`src/rtl/multi_cycle_processor.sv`:
```
// Three-state (fetch / execute / write-back) 8-bit-instruction processor with
// an 8-entry register file, PC-relative branches and a combinational debug read.
module multi_cycle_processor #(
    parameter int DATA_W = 8,
    parameter int PC_W   = 8
) (
    input  logic              Clk,
    input  logic              Reset_n,
    output logic              Imem_Req,
    output logic [PC_W-1:0]   Imem_Addr,
    input  logic              Imem_Valid,
    input  logic [7:0]        Imem_Rdata,
    input  logic [2:0]        Dbg_Sel,
    output logic [DATA_W-1:0] Dbg_Data,
    output logic [PC_W-1:0]   Pc,
    output logic              Retire
);

    localparam logic [1:0] OP_ADD  = 2'b00;
    localparam logic [1:0] OP_ADDI = 2'b01;
    localparam logic [1:0] OP_JMP  = 2'b10;
    localparam logic [1:0] OP_BZ   = 2'b11;

    typedef enum logic [1:0] {
        S_FETCH = 2'd0,
        S_EXEC  = 2'd1,
        S_WB    = 2'd2
    } state_t;

    state_t            state_q, state_d;
    logic [PC_W-1:0]   pc_q, pc_d;
    logic [PC_W-1:0]   npc_q, npc_d;
    logic [7:0]        ir_q, ir_d;
    logic [DATA_W-1:0] alu_q, alu_d;
    logic [DATA_W-1:0] regs_q [8];
    logic [DATA_W-1:0] regs_d [8];

    logic              fetch_done;
    logic              exec_en;
    logic              wb_en;

    logic [1:0]        opcode;
    logic [2:0]        rd_idx;
    logic [2:0]        rs_idx;
    logic [DATA_W-1:0] rd_val;
    logic [DATA_W-1:0] rs_val;
    logic [DATA_W-1:0] imm3_data;
    logic [PC_W-1:0]   imm3_pc;
    logic [PC_W-1:0]   imm6_pc;

    assign opcode    = ir_q[7:6];
    assign rd_idx    = ir_q[5:3];
    assign rs_idx    = ir_q[2:0];
    assign rd_val    = regs_q[rd_idx];
    assign rs_val    = regs_q[rs_idx];
    assign imm3_data = DATA_W'($signed(ir_q[2:0]));
    assign imm3_pc   = PC_W'($signed(ir_q[2:0]));
    assign imm6_pc   = PC_W'($signed(ir_q[5:0]));

    // ---------------- FSM: state register ----------------
    always_ff @(posedge Clk or negedge Reset_n) begin
        if (!Reset_n) begin
            state_q <= S_FETCH;
        end else begin
            state_q <= state_d;
        end
    end

    // ---------------- FSM: next state ----------------
    always_comb begin
        state_d = state_q;
        unique case (state_q)
            S_FETCH: if (Imem_Valid) state_d = S_EXEC;
            S_EXEC:  state_d = S_WB;
            S_WB:    state_d = S_FETCH;
            default: state_d = S_FETCH;
        endcase
    end

    // ---------------- FSM: outputs ----------------
    always_comb begin
        Imem_Req   = 1'b0;
        fetch_done = 1'b0;
        exec_en    = 1'b0;
        wb_en      = 1'b0;
        Retire     = 1'b0;
        unique case (state_q)
            S_FETCH: begin
                Imem_Req   = 1'b1;
                fetch_done = Imem_Valid;
            end
            S_EXEC:  exec_en = 1'b1;
            S_WB: begin
                wb_en  = 1'b1;
                Retire = 1'b1;
            end
            default: ;
        endcase
    end

    // Both ALU result and next PC are settled in EXEC, so WB only commits.
    always_comb begin
        ir_d  = fetch_done ? Imem_Rdata : ir_q;
        alu_d = alu_q;
        npc_d = npc_q;
        if (exec_en) begin
            alu_d = rd_val + ((opcode == OP_ADD) ? rs_val : imm3_data);
            unique case (opcode)
                OP_ADD, OP_ADDI: npc_d = pc_q + PC_W'(1);
                OP_JMP:          npc_d = pc_q + imm6_pc;
                OP_BZ:           npc_d = (rd_val == '0) ? (pc_q + imm3_pc)
                                                        : (pc_q + PC_W'(1));
                default:         npc_d = pc_q + PC_W'(1);
            endcase
        end
        pc_d = wb_en ? npc_q : pc_q;
    end

    always_comb begin
        for (int i = 0; i < 8; i++) begin
            regs_d[i] = regs_q[i];
        end
        if (wb_en && !opcode[1]) begin
            regs_d[rd_idx] = alu_q;
        end
    end

    always_ff @(posedge Clk or negedge Reset_n) begin
        if (!Reset_n) begin
            pc_q  <= '0;
            npc_q <= '0;
            ir_q  <= '0;
            alu_q <= '0;
            for (int i = 0; i < 8; i++) begin
                regs_q[i] <= '0;
            end
        end else begin
            pc_q  <= pc_d;
            npc_q <= npc_d;
            ir_q  <= ir_d;
            alu_q <= alu_d;
            for (int i = 0; i < 8; i++) begin
                regs_q[i] <= regs_d[i];
            end
        end
    end

    assign Imem_Addr = pc_q;
    assign Pc        = pc_q;
    assign Dbg_Data  = regs_q[Dbg_Sel];

endmodule
```
`config.mk`:
```
export PLATFORM = sky130hd
export DESIGN_NAME = multi_cycle_processor
export DESIGN_NICKNAME = d
export VERILOG_FILES = /design/src/rtl/multi_cycle_processor.sv
export SDC_FILE = /design/constraint.sdc
export NUM_CORES = 1
export LEC_CHECK = 0
export BUFFER_PORTS_ARGS = -buffer_cell sky130_fd_sc_hd__buf_2
export CORE_MARGIN = 5
export CORE_UTILIZATION = 62
export DETAILED_ROUTE_END_ITERATION = 6
export PLACE_DENSITY_LB_ADDON = 0.05
export SLEW_MARGIN = 30
export SYNTH_ARGS = -nofsm -noshare
export SYNTH_HDL_FRONTEND = slang
export SYNTH_SLANG_ARGS = --single-unit
```
`constraint.sdc`:
```
create_clock -name Clk -period 4.4 [get_ports Clk]
set_input_delay 0.44 -clock Clk [delete_from_list [all_inputs] [get_ports Clk]]
set_output_delay 0.44 -clock Clk [all_outputs]
set_load 0.01 [all_outputs]
```
==> run_results.csv <==
group,metric,value,unit
power_and_ir_drop,power.density,632.2,mW/mm2
detailed_routing,drt_iter0_markers,252,
detailed_routing,viasPerCell,6.454,
timing,grt_setup_unrepaired,"false",
placed_design,place.port_buffers,39,
placed_design,dpl.hpwl,10790,um
job,max-cap-violations,0,
clocking,post_cts.resized_instances,0,
detailed_routing,finalWirelength,15430,um
timing,drv_slew,0,
cells_and_area,finish.utilization,66.49,%
timing,post-route-period-util,81.80,%
floorplan,die_h,111.3,um
detailed_routing,drt-pass1-iter-count,5,
power_and_ir_drop,leakage,3.143,nW
yosys,synth_top_area_cell,"dfrtp_1",
power_and_ir_drop,vdd_ir_drop_max,0.0004143,V
detailed_routing,route.detailed.drc,0,
critical_path,startpoint_of_the_worst_setup_timing_path,"ir_q[3]",
yosys,synthesis.area,0.006356,mm2
timing,setup_viol_count_final,0,
floorplan,dieArea,0.01238,mm2
cells_and_area,layoutNonFillerInstCount,694,
power_and_ir_drop,p_int,2.540,mW
yosys,synth_top_cells_by_area,"dfrtp_1 (39%), mux2_2 (15%), mux4_2 (13%)",
yosys,yosys_warnings,0,
clocking,clk_pin_slew,0.10,ns
cells_and_area,area_growth,6.063,%
global_routing,grt_first_pass_wirelength,25500,um
status,outcome,"finished clean",
critical_path,critPathMaxFanout,14,
clocking,cts_buffers,9,
global_routing,overflow,0,
timing,final_sum_of_negative_setup_slack,0,ns
global_routing,track_usage,26.54,%
yosys,mappedNetlistNets,569,
yosys,synth.top_cells.by_count,"dfrtp_1 (98), mux2_2 (82), nand2_1 (70)",
yosys,synth-seq-cells,98,
yosys,synth_sequential_area_ratio,38.58,%
cells_and_area,layout_fillers,748,
power_and_ir_drop,power_frac_seq,38.9,%
detailed_routing,detail-route-antenna-nets,0,
timing,final.min_clock_period,3.599,ns
placed_design,place_area,0.006534,mm2
clocking,tritoncts,"built",
yosys,postSynthAreaPerCell,11.90,um2
power_and_ir_drop,total_power,4.262,mW
yosys,syn_inst,534,
global_routing,number_of_antenna_violations_at_the_first_check_in_global_routing,0,
floorplan,rows,37,
yosys,prevailing_post_synth_register_cell,"dfrtp_1",
floorplan,core_area,0.01014,mm2
yosys,synth_top_cell_area_share,38.58,%
timing,finalHoldViolCount,0,
critical_path,timing.critical_path.required,4.67,ns
power_and_ir_drop,pwr-share-comb,46.9,%
critical_path,critical-path-slowest-cell,"dfrtp_1",
clocking,holdBufCountCts,0,
power_and_ir_drop,swShare,40.41,%
critical_path,critical_path.startpoint_type,"flop",
floorplan,die_w,111.3,um
clocking,ctsRootBufferMaster,"clkbuf_8",
clocking,htreeDepth,3,
yosys,netlist-cell-type-count,57,
timing,slew_hr,55.36,%
critical_path,crit_path_cell_trace,"buf_4 > mux4_1 > mux2_2 > or4b_4 > or4_4 > a21boi_4 > mux2i_1 > o21ai_1",
yosys,yosysMostFrequentCell,"dfrtp_1",
floorplan,start_util,62.69,%
cells_and_area,final_layout_size_suffix_gt1_share,33.69,%
yosys,share_of_synthesized_registers_carrying_an_async_set_or_reset,100.0,%
critical_path,cp.arrival,3.87,ns
global_routing,grt_start_max_net_pins,66,
power_and_ir_drop,power.switching,1.722,mW
timing,clock.fmax,0.2778,GHz
yosys,synth_edf_count,0,
critical_path,critPathMaxStageDelay,0.62,ns
clocking,max-clock-path-buffers,2,
power_and_ir_drop,share_clk_of_total_power,14.3,%
clocking,cts_num_sinks,98,
critical_path,timing.critical_path.to_type,"flop",
clocking,clock_latency,0.39,ns
detailed_routing,post_drt_wl_per_cell,22.24,um
clocking,post-cts-setup-buffers,0,
global_routing,first_global_vias,4592,
cells_and_area,diodes,0,
cells_and_area,fin_area,0.006741,mm2
detailed_routing,via_count,4479,
cells_and_area,finalNetCount,588,
hold_path,hold_path_class,"primary input to asynchronous set/reset pin",
timing,finClkSkew,0.01488,ns
critical_path,worstSetupPathType,"flop to flop",
placed_design,routabilityCongestion,0.8815,
floorplan,floorplan.io_pins,40,
critical_path,rr_startpoint,"ir_q[3]",
timing,max_slew.worst_pin.slew,0.6696,ns
placed_design,placedCellCount,678,
==> cells in the final DEF (no fill, tap or decap), types with 3 or more instances in the layout <==
cell       count
dfrtp_1       98
mux2_2        82
nand2_1       70
buf_2         38
mux4_2        36
o21ai_0       34
ha_1          19
xor2_1        15
a21oi_1       14
mux2i_1       13
clkbuf_8      10
nor2_1         9
nand3_1        9
buf_4          9
a21o_1         8
xnor2_1        8
inv_1          7
nand2b_1       6
and3_1         6
o21a_1         4
mux4_1         4
a31oi_1        4
nand3b_1       4
o2111ai_1      4
nor2b_1        4
nor3_1         3
o22ai_1        3
==> cell type report <==
type,instances,area (um2),share of cell area [%]
Clock buffer,11,141.4,2.097
Clock inverter,5,62.56,0.9280
Inverter,8,30.03,0.4454
Multi-Input combinational cell,388,3616,53.64
Sequential cell,98,2452,36.38
Tap cell,136,170.2,2.524
Timing Repair Buffer,48,269.0,3.990
==> kinds of logic (layout without fill, tap and decap cells) <==
family	after synthesis	count (layout)	synth area share (%)
buf+inv	48	72	4.527
simple gates	122	122	9.154
flops	98	98	38.58
xor+xnor	24	24	3.524
compound gates	84	84	8.229
fa+ha+maj	21	21	4.370
mux	137	137	31.61
==> per-layer routing <==
| metal | track usage, % | share of wire, % |
|---|---|---|
| met5 | 0 | 0 |
| met4 | 7.218 | 1.8 |
| met3 | 6.823 | 6.4 |
| met2 | 41.90 | 48 |
| met1 | 36.81 | 44 |
==> state kept, by name (all words and copies together) (netlist names) <==
register   flops
regs_q        64
ir_q           8
Imem_Addr      8
npc_q          8
state_q        2
alu_q          8
==> per-stage QoR <==
stage          setup slack, ns  hold WS, ns
6_report                0.8009      0.03611
5_1_grt                 0.6165      0.08372
4_1_cts                 0.8037       0.1684
3_5_place_dp            0.8146       0.4581
3_3_place_gp            0.9159       0.4469
2_1_floorplan           0.6357       0.1444
==> critical path, delay by kind of cell (launching register included) <==
kind / cells / cell delay (ns)
buffers and inverters: 1 / 0.29
AOI/OAI and AO/OA: 2 / 0.38
DFF: 1 / 0.62
muxes: 3 / 1.11
and+or+nand+nor: 2 / 1.07
==> power by group through the flow <==
stage                     combinational (mW)  clock (mW)  sequential (mW)
after floorplan                         1.66           0             1.50
after global placement                  1.94           0             1.64
after detailed placement                1.98           0             1.67
after CTS                               2.00       0.628             1.65
after global routing                    2.19       0.665             1.72
final                                   2.00       0.608             1.66
==> worst paths after layout <==
path	end	slack, ns	cells after the start
worst min-delay path	Imem_Addr[4]	0.04	1
worst max register to register	npc_q[1]	0.80	8
min in group Clk	ir_q[7]	0.29	2
worst max-delay path	npc_q[1]	0.80	8
worst min register to register	Imem_Addr[2]	0.48	2
max in group asynchronous	regs_q[46]	3.50	2
(Power assumes the default switching activity.)
